<file path="src/rtl/uart_v2_pkg.sv">
// Shared types and address map for the second-generation UART CSR block.
// Register layouts are packed structs so decode reads in field names.
package uart_v2_pkg;

  typedef struct packed {
    logic       dlab;
    logic       brk;
    logic       sp;
    logic       eps;
    logic       pen;
    logic       stb;
    logic [1:0] wls;
  } lcr_t;

  typedef struct packed {
    logic [1:0] rx_trig;
    logic [1:0] rsvd;
    logic       dma;
    logic       tx_rst;
    logic       rx_rst;
    logic       en;
  } fcr_t;

  typedef struct packed {
    logic err;
    logic temt;
    logic thre;
    logic bi;
    logic fe;
    logic pe;
    logic oe;
    logic dr;
  } lsr_t;

  typedef struct packed {
    logic edssi;
    logic elsi;
    logic etbei;
    logic erbfi;
  } ier_t;

  typedef enum logic [3:0] {
    NONE = 4'b0001,
    LS   = 4'b0110,
    RDA  = 4'b0100,
    CTO  = 4'b1100,
    THRE = 4'b0010
  } iir_id_t;

  localparam logic [2:0] ADDR_RBR = 3'd0;
  localparam logic [2:0] ADDR_IER = 3'd1;
  localparam logic [2:0] ADDR_IIR = 3'd2;
  localparam logic [2:0] ADDR_LCR = 3'd3;
  localparam logic [2:0] ADDR_MCR = 3'd4;
  localparam logic [2:0] ADDR_LSR = 3'd5;
  localparam logic [2:0] ADDR_MSR = 3'd6;
  localparam logic [2:0] ADDR_SCR = 3'd7;

  // start + data + parity + stop bits of one frame
  function automatic logic [3:0] char_bits(input lcr_t l);
    return 4'd6 + {2'b00, l.wls} + {3'b000, l.pen} + (l.stb ? 4'd2 : 4'd1);
  endfunction

endpackage

</file>
<file path="src/rtl/uart_baud_gen.sv">
// Reload down-counter producing the 16x oversample tick.
// UART_FRAC_DIV_EN adds a 4-bit fractional accumulator that stretches periods.
module uart_baud_gen #(
  parameter int DIV_W = 16
) (
  input  logic             clk,
  input  logic             rst,
  input  logic [DIV_W-1:0] div,
  input  logic [3:0]       frac,
  input  logic             load,
  output logic             tick
);

  logic [DIV_W:0] cnt;
  logic [DIV_W:0] period;
  logic           expire;

  assign expire = (div != '0) && (cnt <= (DIV_W+1)'(1));

`ifdef UART_FRAC_DIV_EN
  logic [3:0] acc;
  logic [4:0] acc_sum;

  assign acc_sum = {1'b0, acc} + {1'b0, frac};
  // a carry out of the accumulator stretches the next period by one cycle
  assign period  = {1'b0, div} + (DIV_W+1)'(acc_sum[4]);

  always_ff @(posedge clk or posedge rst)
    if (rst)         acc <= '0;
    else if (load)   acc <= '0;
    else if (expire) acc <= acc_sum[3:0];
`else
  assign period = {1'b0, div} + (DIV_W+1)'(frac & 4'h0);
`endif

  always_ff @(posedge clk or posedge rst)
    if (rst) begin
      cnt  <= '0;
      tick <= 1'b0;
    end else if (load) begin
      cnt  <= {1'b0, div};
      tick <= 1'b0;
    end else if (div == '0) begin
      cnt  <= '0;
      tick <= 1'b0;
    end else if (expire) begin
      cnt  <= period;
      tick <= 1'b1;
    end else begin
      cnt  <= cnt - 1'b1;
      tick <= 1'b0;
    end

endmodule

</file>
<file path="src/rtl/uart_csr_v2.sv">
// UART control/status register file: bus decode, LSR/IIR, interrupts, RX timeout.
// Define UART_FRAC_DIV_EN to add the DLF fractional-divisor register at addr 2 (DLAB=1).
module uart_csr_v2
  import uart_v2_pkg::*;
#(
  parameter  int FIFO_DEPTH    = 16,
  parameter  int DIV_W         = 16,
  parameter  int TIMEOUT_CHARS = 4,
  localparam int CNT_W         = $clog2(FIFO_DEPTH+1)
) (
  input  logic             clk,
  input  logic             rst,
  input  logic             wr_i,
  input  logic             rd_i,
  input  logic [2:0]       addr_i,
  input  logic [7:0]       din_i,
  output logic [7:0]       dout_o,
  output logic             tx_push_o,
  output logic             rx_pop_o,
  input  logic [7:0]       rx_fifo_dout_i,
  input  logic [CNT_W-1:0] rx_fifo_count_i,
  input  logic             tx_fifo_empty_i,
  input  logic             tx_shift_empty_i,
  input  logic             rx_char_i,
  input  logic             rx_oe_i,
  input  logic             rx_pe_i,
  input  logic             rx_fe_i,
  input  logic             rx_bi_i,
  output logic             baud_tick_o,
  output logic             tx_rst_o,
  output logic             rx_rst_o,
  output logic [7:0]       lcr_o,
  output logic             irq_o
);

  localparam int TO_W = $clog2(TIMEOUT_CHARS*16*12+1);

  lcr_t           lcr;
  ier_t           ier;
  fcr_t           fcr_wr;
  lsr_t           lsr;
  iir_id_t        iir_id;
  logic           fcr_en;
  logic [1:0]     fcr_trig;
  logic [7:0]     scr, iir, rdata;
  logic [DIV_W-1:0] div;
  logic [3:0]     dlf;
  logic           div_load, dlab, dlf_sel;
  logic           wr_thr, wr_dll, wr_dlm, wr_ier, wr_fcr, wr_dlf, rd_lsr, rd_iir;
  logic           oe_s, pe_s, fe_s, bi_s, thre_pend, tx_empty_q;
  logic [CNT_W-1:0] trig;
  logic [TO_W-1:0]  to_cnt, to_limit;
  logic           to_flag, to_clr;

  assign dlab   = lcr.dlab;
  assign fcr_wr = din_i;
  assign lcr_o  = lcr;

`ifdef UART_FRAC_DIV_EN
  assign dlf_sel = dlab;
  always_ff @(posedge clk or posedge rst)
    if (rst)         dlf <= '0;
    else if (wr_dlf) dlf <= din_i[3:0];
`else
  assign dlf_sel = 1'b0;
  assign dlf     = '0;
`endif

  assign wr_thr    = wr_i && addr_i == ADDR_RBR && !dlab;
  assign wr_dll    = wr_i && addr_i == ADDR_RBR && dlab;
  assign wr_ier    = wr_i && addr_i == ADDR_IER && !dlab;
  assign wr_dlm    = wr_i && addr_i == ADDR_IER && dlab;
  assign wr_fcr    = wr_i && addr_i == ADDR_IIR && !dlf_sel;
  assign wr_dlf    = wr_i && addr_i == ADDR_IIR && dlf_sel;
  assign rd_lsr    = rd_i && addr_i == ADDR_LSR;
  assign rd_iir    = rd_i && addr_i == ADDR_IIR && !dlf_sel;
  assign tx_push_o = wr_thr;
  // pop even when empty; the FIFO ignores it and the read returns zero
  assign rx_pop_o  = rd_i && addr_i == ADDR_RBR && !dlab;

  always_ff @(posedge clk or posedge rst)
    if (rst) begin
      lcr      <= '0;
      ier      <= '0;
      fcr_en   <= 1'b0;
      fcr_trig <= '0;
      scr      <= '0;
      div      <= '0;
      div_load <= 1'b0;
      tx_rst_o <= 1'b0;
      rx_rst_o <= 1'b0;
    end else begin
      div_load <= wr_dll | wr_dlm | wr_dlf;
      tx_rst_o <= wr_fcr & fcr_wr.tx_rst;
      rx_rst_o <= wr_fcr & fcr_wr.rx_rst;
      if (wr_dll) div[7:0] <= din_i;
      if (wr_dlm) div[DIV_W-1:8] <= din_i[DIV_W-9:0];
      if (wr_ier) ier <= din_i[3:0];
      if (wr_fcr) begin
        fcr_en   <= fcr_wr.en;
        fcr_trig <= fcr_wr.rx_trig;
      end
      if (wr_i && addr_i == ADDR_LCR) lcr <= din_i;
      if (wr_i && addr_i == ADDR_SCR) scr <= din_i;
    end

  always_comb begin
    trig = CNT_W'(1);
    if (fcr_en)
      case (fcr_trig)
        2'd0:    trig = CNT_W'(1);
        2'd1:    trig = CNT_W'(FIFO_DEPTH/4);
        2'd2:    trig = CNT_W'(FIFO_DEPTH/2);
        default: trig = CNT_W'(FIFO_DEPTH-2);
      endcase
  end

  // a pulse coincident with the LSR read survives the clear
  always_ff @(posedge clk or posedge rst)
    if (rst) begin
      {oe_s, pe_s, fe_s, bi_s} <= '0;
    end else if (rd_lsr) begin
      {oe_s, pe_s, fe_s, bi_s} <= {rx_oe_i, rx_pe_i, rx_fe_i, rx_bi_i};
    end else begin
      {oe_s, pe_s, fe_s, bi_s} <= {oe_s | rx_oe_i, pe_s | rx_pe_i, fe_s | rx_fe_i, bi_s | rx_bi_i};
    end

  always_ff @(posedge clk or posedge rst)
    if (rst) begin
      thre_pend  <= 1'b0;
      tx_empty_q <= 1'b1;
    end else begin
      tx_empty_q <= tx_fifo_empty_i;
      if ((tx_fifo_empty_i && !tx_empty_q) || (wr_ier && din_i[1] && tx_fifo_empty_i))
        thre_pend <= 1'b1;
      else if (wr_thr || (rd_iir && iir_id == THRE))
        thre_pend <= 1'b0;
    end

  assign to_limit = TO_W'(TIMEOUT_CHARS*16) * TO_W'(char_bits(lcr));
  assign to_clr   = rx_char_i | rx_pop_o | (rx_fifo_count_i == '0) | rx_rst_o;

  always_ff @(posedge clk or posedge rst)
    if (rst) begin
      to_cnt  <= '0;
      to_flag <= 1'b0;
    end else if (to_clr) begin
      to_cnt  <= '0;
      to_flag <= 1'b0;
    end else if (baud_tick_o && to_cnt < to_limit) begin
      to_cnt <= to_cnt + 1'b1;
      if (to_cnt + 1'b1 == to_limit) to_flag <= 1'b1;
    end

  always_comb begin
    lsr      = '0;
    lsr.err  = pe_s | fe_s | bi_s;
    lsr.temt = tx_fifo_empty_i & tx_shift_empty_i;
    lsr.thre = tx_fifo_empty_i;
    lsr.bi   = bi_s;
    lsr.fe   = fe_s;
    lsr.pe   = pe_s;
    lsr.oe   = oe_s;
    lsr.dr   = rx_fifo_count_i != '0;
  end

  always_comb begin
    iir_id = NONE;
    if (ier.elsi && (oe_s | pe_s | fe_s | bi_s)) iir_id = LS;
    else if (ier.erbfi && rx_fifo_count_i >= trig) iir_id = RDA;
    else if (ier.erbfi && to_flag)                 iir_id = CTO;
    else if (ier.etbei && thre_pend)               iir_id = THRE;
  end

  assign iir = {fcr_en, fcr_en, 2'b00, iir_id};

  always_comb begin
    rdata = '0;
    case (addr_i)
      ADDR_RBR: rdata = dlab ? div[7:0] : (rx_fifo_count_i != '0 ? rx_fifo_dout_i : 8'h00);
      ADDR_IER: rdata = dlab ? 8'(div >> 8) : {4'h0, ier};
      ADDR_IIR: rdata = dlf_sel ? {4'h0, dlf} : iir;
      ADDR_LCR: rdata = lcr;
      ADDR_LSR: rdata = lsr;
      ADDR_SCR: rdata = scr;
      default:  rdata = '0;
    endcase
  end

  always_ff @(posedge clk or posedge rst)
    if (rst) begin
      dout_o <= '0;
      irq_o  <= 1'b0;
    end else begin
      if (rd_i) dout_o <= rdata;
      irq_o <= (iir_id != NONE);
    end

  uart_baud_gen #(.DIV_W(DIV_W)) u_baud (
    .clk  (clk),
    .rst  (rst),
    .div  (div),
    .frac (dlf),
    .load (div_load),
    .tick (baud_tick_o)
  );

endmodule

</file>
<file path="config.mk">
export PLATFORM = sky130hd
export DESIGN_NAME = uart_csr_v2
export DESIGN_NICKNAME = d
export VERILOG_FILES = /design/src/rtl/uart_v2_pkg.sv /design/src/rtl/uart_baud_gen.sv /design/src/rtl/uart_csr_v2.sv
export SDC_FILE = /design/constraint.sdc
export NUM_CORES = 1
export LEC_CHECK = 0
export ABC_AREA = 1
export CAP_MARGIN = 20
export CORE_MARGIN = 2
export CORE_UTILIZATION = 55
export CTS_CLUSTER_SIZE = 14
export DETAILED_ROUTE_END_ITERATION = 10
export PLACE_DENSITY = 0.88
export RECOVER_POWER = 25
export SLEW_MARGIN = 40
export SYNTH_ARGS = -nofsm -noshare
export SYNTH_HDL_FRONTEND = slang
export SYNTH_SLANG_ARGS = --single-unit
</file>
<file path="constraint.sdc">
create_clock -name clk -period 6.5 [get_ports clk]
set_input_delay 0.65 -clock clk [delete_from_list [all_inputs] [get_ports clk]]
set_output_delay 0.65 -clock clk [all_outputs]
set_load 0.005 [all_outputs]
</file>
==> results of run 1 <==
==> path summary, 6_finish.rpt <==
path,start,endpoint,slack [ns]
worst min register to register,dout_o[7],dout_o[7],0.49
worst max-delay path,rd_i,rx_pop_o,3.49
min in group asynchronous,rst,dout_o[5],0.97
worst max register to register,lcr_o[2],to_cnt[3],3.84
worst min-delay path,dout_o[7],dout_o[7],0.49
max in group asynchronous,rst,to_cnt[7],5.06
==> cells in the final DEF, fill, tap and decap left out, drive strengths merged, types with 12 or more instances in the layout <==
cell / synthesis / layout
dfrtp: 85 / 85
inv: 90 / 89
nand2: 180 / 180
ha: 13 / 13
o21ai: 86 / 86
nor2: 49 / 49
clkdlybuf4s50: 0 / 54
nand3: 36 / 36
a21oi: 28 / 28
xor2: 12 / 12
==> worst max-delay path, cell delays in order <==
cell and delay [ns]:
clkdlybuf4s50_1 0.63, inv_1 0.27, nor3_2 0.26, clkdlybuf4s50_1 0.55
==> routing by layer <==
layer  track usage (%)  share of wire [%]  vias up
met5                 0                  0        -
met1              37.9                 42     2185
met3              3.90                6.9       39
met2              46.5                 48      221
met4              12.6                3.3        0
li1                  -                  -     2216
==> kinds of logic (layout without fill, tap and decap cells) <==
| kind of cell | after synthesis | in the layout | share of synthesized area [%] |
|---|---|---|---|
| XOR/XNOR | 13 | 13 | 2.32 |
| adder cells (fa/ha/maj) | 14 | 14 | 3.72 |
| flip-flops | 86 | 86 | 43.8 |
| buffers and inverters | 106 | 163 | 8.55 |
| AO/OA/AOI/OAI | 138 | 138 | 15.8 |
| AND/OR/NAND/NOR | 291 | 291 | 25.8 |
==> area by class of cell <==
class | count | area (sq um) | share of cell area (%)
multi-input cells | 456 | 2350 | 40.9
repair buffers | 57 | 574 | 10.0
clock inverters | 5 | 50.0 | 0.872
inverters | 91 | 343 | 5.97
clock buffers | 10 | 138 | 2.40
flip-flops and latches | 86 | 2150 | 37.5
well taps | 108 | 135 | 2.35
==> per-stage QoR <==
| step | util [%] | cell area [sq um] |
|---|---|---|
| 6_report | 66.2 | 5740 |
| 5_1_grt | 66.2 | 5740 |
| 4_1_cts | 66.1 | 5730 |
| 3_5_place_dp | 63.9 | 5550 |
| 3_3_place_gp | 63.9 | 5540 |
| 2_1_floorplan | - | 4920 |
==> power breakdown <==
part	internal [mW]	leakage (nW)	total (mW)	switching [mW]
Combinational	0.242	1.60	0.588	0.346
Sequential	0.659	1.08	0.785	0.126
Clock	0.183	0.102	0.377	0.193
==> state kept, by name, summed over array words and instances (netlist names), 2 cells and up <==
register / cells
div: 16
u_baud.cnt: 17
ier: 4
lcr_o: 7
to_cnt: 10
scr: 8
fcr_trig: 2
dout_o: 8
==> flow_metrics.env, run 1 <==
export IMPL_p_total_mw=1.75
export IMPL_synth_cells=648
export IMPL_layout_setup_ws_ns=3.49
export IMPL_fin_nets=750
export IMPL_worst_ir_drop_vdd_v=0.000127
export IMPL_path_class="primary input to primary output"
export IMPL_die_x_microns=98.5
export IMPL_ios=57
export IMPL_cp_arrival_ns=2.36
export IMPL_grt_max_degree=87
export IMPL_row_count=34
export IMPL_placedCellCount=798
export IMPL_cp_max_fo=11
export IMPL_slew_violations=0
export IMPL_grt_pass1_wl_mm=22.1
export IMPL_clock_fmax_mhz=332
export IMPL_ant_nets=0
export IMPL_finalSetupViolations=0
export IMPL_synth_area_leaders="dfrtp_1 43%, nand2_1 13%, o21ai_0 7.1%"
export IMPL_drc=0
export IMPL_clockBufferDepth=2
export IMPL_whs_path_depth=2
export IMPL_holdWs_ns=0.489
export IMPL_avgSynthCellArea_sq_um=7.59
export IMPL_fin_crit_sh_pct=46.3
export IMPL_diodes=0
export IMPL_first_iter_violations=391
export IMPL_first_pass_iters=4
export IMPL_wl_per_cell_microns=16.1
export IMPL_synth_top_cell_by_area="dfrtp_1"
export IMPL_vias_per_cell=5.73
export IMPL_post_cts_buffers=0
export IMPL_grt_usage_pct=28.4
export IMPL_yosys_cell_count_top_type="nand2_1"
export IMPL_port_buffer_count=56
export IMPL_required_ns=5.85
export IMPL_grt_ovfl_total=0
export IMPL_fin_skew_ns=0.00792
export IMPL_critPathCaptureType="primary output"
export IMPL_cap_viol_max_count=0
export IMPL_max_slew_margin_pct=50.7
export IMPL_synth_top_area_share_pct=43.3
export IMPL_cts_root_buf="clkbuf_8"
export IMPL_synthArstFlopShare_pct=100
export IMPL_reg2reg_depth=14
export IMPL_dp_hpwl_mm=9.75
export IMPL_htreeDepth=3
export IMPL_fillerInstances=705
export IMPL_hp_class="flop to flop"
export IMPL_ys_types=41
export IMPL_drt_wl_total_mm=13.1
export IMPL_ys_ff_latch=86
export IMPL_grt_pass1_vias=4632
export IMPL_antenna_found_initial=0
export IMPL_coreArea_sq_mm=0.00868
export IMPL_layout_cells_non_filler=813
export IMPL_synthesis_nets=697
export IMPL_hold_viol=0
export IMPL_cts_resized=0
export IMPL_clk_latency_ns=0.37
export IMPL_tritoncts="done"
export IMPL_die_y_microns=98.5
export IMPL_period_needed_ns=3.01
export IMPL_ys_seq_area_share_pct=43.8
export IMPL_ys_top_cells_by_count="174 x nand2_1, 86 x inv_1, 85 x dfrtp_1, 70 x o21ai_0, 42 x nor2_1"
export IMPL_cp_start_kind="primary input"
export IMPL_synth_flop_cell="dfrtp_1"
export IMPL_ys_warn_count=0
export IMPL_leakage_nw=2.78
export IMPL_synth_enable_flop_cells=0
export IMPL_routed_via_count=4661
export IMPL_place_congestion=0.908
export IMPL_rsz0062_at_grt="no"
export IMPL_worstMarginPinSlew_ns=0.739
export IMPL_drive_gt1_share_pct=6.52
export IMPL_synth_area_sq_mm=0.00492
export IMPL_outcome="complete, no violations"
export IMPL_dp_slack_ns=3.50
export IMPL_fin_tns_setup_ns=0
export IMPL_die_area_sq_mm=0.00971
export IMPL_syn_to_final_growth_pct=16.8
export IMPL_start_util_pct=56.6
export IMPL_power_density_mw_per_mm2=305
export IMPL_clk_pin_slew_ns=0.08
export IMPL_postCtsHoldBufs=0
export IMPL_cts_sinks=86
export IMPL_cts_buffers_inserted=9
Power figures use the tool's default switching activity.
==> run 2: changes to the inputs <==
--- a/config.mk
+++ b/config.mk
@@ -8,10 +8,10 @@
 export ABC_AREA = 1
 export CAP_MARGIN = 20
 export CORE_MARGIN = 2
-export CORE_UTILIZATION = 55
+export CORE_UTILIZATION = 51
 export CTS_CLUSTER_SIZE = 14
 export DETAILED_ROUTE_END_ITERATION = 10
-export PLACE_DENSITY = 0.88
+export PLACE_DENSITY = 0.86
 export RECOVER_POWER = 25
 export SLEW_MARGIN = 40
 export SYNTH_ARGS = -nofsm -noshare
==> constraint.sdc (replaced) <==
create_clock -name clk -period 2.5 [get_ports clk]
set_input_delay 0.25 -clock clk [delete_from_list [all_inputs] [get_ports clk]]
set_output_delay 0.25 -clock clk [all_outputs]
set_load 0.005 [all_outputs]
==> flow_metrics.env, run 2 (same netlist as run 1, synthesis figures left out) <==
export IMPL_postCtsHoldBufs=0
export IMPL_first_pass_iters=5
export IMPL_wl_per_cell_microns=15.9
export IMPL_hold_viol=0
export IMPL_die_x_microns=102
export IMPL_cts_buffers_inserted=9
export IMPL_fin_tns_setup_ns=0
export IMPL_syn_to_final_growth_pct=21.2
export IMPL_grt_pass1_vias=4606
export IMPL_fin_nets=763
export IMPL_worst_ir_drop_vdd_v=0.000448
export IMPL_grt_ovfl_total=0
export IMPL_required_ns=2.78
export IMPL_seqPwrFrac_pct=43.1
export IMPL_fin_skew_ns=0.0112
export IMPL_p_total_mw=4.70
export IMPL_die_y_microns=102
export IMPL_worstMarginPinSlew_ns=1.22
export IMPL_slew_violations=0
export IMPL_largest_register="u_baud.cnt"
export IMPL_clk_pin_slew_ns=0.09
export IMPL_start_util_pct=53.0
export IMPL_fin_area_sq_mm=0.00596
export IMPL_antenna_found_initial=0
export IMPL_fillerInstances=792
export IMPL_power_switching_mw=1.75
export IMPL_p_comb_share_pct=33.9
export IMPL_drt_wl_total_mm=13.5
export IMPL_cp_arrival_ns=2.66
export IMPL_period_needed_ns=2.38
export IMPL_cp_start_kind="flop"
export IMPL_coreArea_sq_mm=0.00928
export IMPL_drc=0
export IMPL_p_int_mw=2.96
export IMPL_clkPwrFrac_pct=23.0
export IMPL_port_buffer_count=56
export IMPL_outcome="complete, no violations"
export IMPL_rrSetupSlack_ns=0.12
export IMPL_htreeDepth=3
export IMPL_clockBufferDepth=2
export IMPL_leakage_nw=2.84
export IMPL_power_density_mw_per_mm2=789
export IMPL_hp_class="primary input to asynchronous set/reset pin"
export IMPL_multi_input_area_sq_mm=0.00243
export IMPL_ios=57
export IMPL_drive_gt1_share_pct=10.4
export IMPL_ant_nets=0
export IMPL_dp_hpwl_mm=10.1
export IMPL_ff_latch_area_sq_mm=0.00215
export IMPL_cp_max_fo=5
export IMPL_tritoncts="done"
export IMPL_p_sw_share_pct=37.1
export IMPL_layout_commonest_cell="nand2_1"
export IMPL_reg_top3="u_baud.cnt: 17 flops, div: 16 flops, to_cnt: 10 flops"
export IMPL_dpl_instance_area_sq_mm=0.00566
export IMPL_cap_viol_max_count=0
export IMPL_final_cell_mix="174 x nand2_1, 85 x dfrtp_1, 82 x inv_1"
export IMPL_diodes=0
export IMPL_clk_latency_ns=0.36
export IMPL_first_iter_violations=418
export IMPL_row_count=35
export IMPL_cts_root_buf="clkbuf_8"
export IMPL_die_area_sq_mm=0.0104
export IMPL_finalSetupViolations=0
export IMPL_cts_sinks=86
export IMPL_fin_util_pct=64.2
export IMPL_vias_per_cell=5.60
export IMPL_clock_fmax_mhz=421
export IMPL_max_slew_margin_pct=18.9
export IMPL_routed_via_count=4745
export IMPL_largest_reg_flops=17
export IMPL_place_congestion=0.915
export IMPL_critPathCaptureType="flop"
export IMPL_grt_max_degree=51
export IMPL_grt_pass1_wl_mm=22.2
export IMPL_reg2reg_depth=14
export IMPL_path_class="flop to flop"
export IMPL_fin_crit_sh_pct=95.1
export IMPL_grt_usage_pct=27.3
-- run 2: changes by cell type in the layout (fill, tap and decap cells not counted), sizes merged --
cell      before  now
clkinv         5    4
buf            0   12
bufinv         1    2
clkinvlp       1    2
nor2          49   50
-- run 2: repair_timing --
item | CTS | global route
setup endpoints to repair | 10 | 11
cloned | 0 | 1
gates resized for setup | 1 | 22
pin swaps | 1 | 4
hold endpoints to repair | 0 | 0
buffers inserted | 0 | 2
-- run 2: final timing paths --
path	startpoint	endpoint
max	lcr_o[2]	to_cnt[9]
min	rst	dout_o[0]
max reg2reg	lcr_o[2]	to_cnt[9]
min reg2reg	dout_o[7]	dout_o[7]
max in group asynchronous	rst	scr[5]
min in group clk	rx_bi_i	bi_s
-- run 2: per-layer routing --
layer	global-route usage [%]	vias to the layer above	share of wire (%)
met5	0	-	0
li1	-	2248	-
met3	5.88	34	6.7
met1	38.8	2245	45
met2	42.1	218	46
met4	8.82	0	2.3
-- run 2: power by group through the flow --
stage               clock, mW  combinational, mW  sequential [mW]
global placement            0               1.47             2.02
floorplan                   0               1.07             1.95
detailed placement          0               1.52             2.04
finish                   1.08               1.59             2.03
CTS                      1.08               1.54             2.01
global route             1.14               1.82             2.07
-- run 2: per-stage QoR --
stage / worst slack, ns / std cells / hold slack (ns)
2_1_floorplan: 0.0298 / 648 / 0.254
3_3_place_gp: 0.0535 / 829 / 0.466
3_5_place_dp: -0.0733 / 829 / 0.475
4_1_cts: 0.00566 / 845 / 0.153
5_1_grt: -0.0189 / 848 / 0.456
6_report: 0.123 / 848 / 0.406
-- run 2: cell type report --
class / count / area share [%]
Multi-Input combinational cell: 457 / 40.8
Sequential cell: 86 / 36.1
Timing Repair Buffer: 69 / 11.0
Inverter: 91 / 5.76
Tap cell: 129 / 2.71
Clock buffer: 10 / 2.14
Clock inverter: 6 / 1.45
-- run 2: worst max-delay path: stages (launching register included) --
cell and delay (ns):
dfrtp_1 0.38, inv_2 0.06, fa_2 0.38, ha_2 0.34
inv_1 0.04, ha_1 0.26, nand2_1 0.06, nand2_1 0.04
nand2_1 0.05, nand2_1 0.05, nor2_2 0.13, inv_2 0.09
nor2_4 0.23, nand3_2 0.09, o21ai_1 0.08
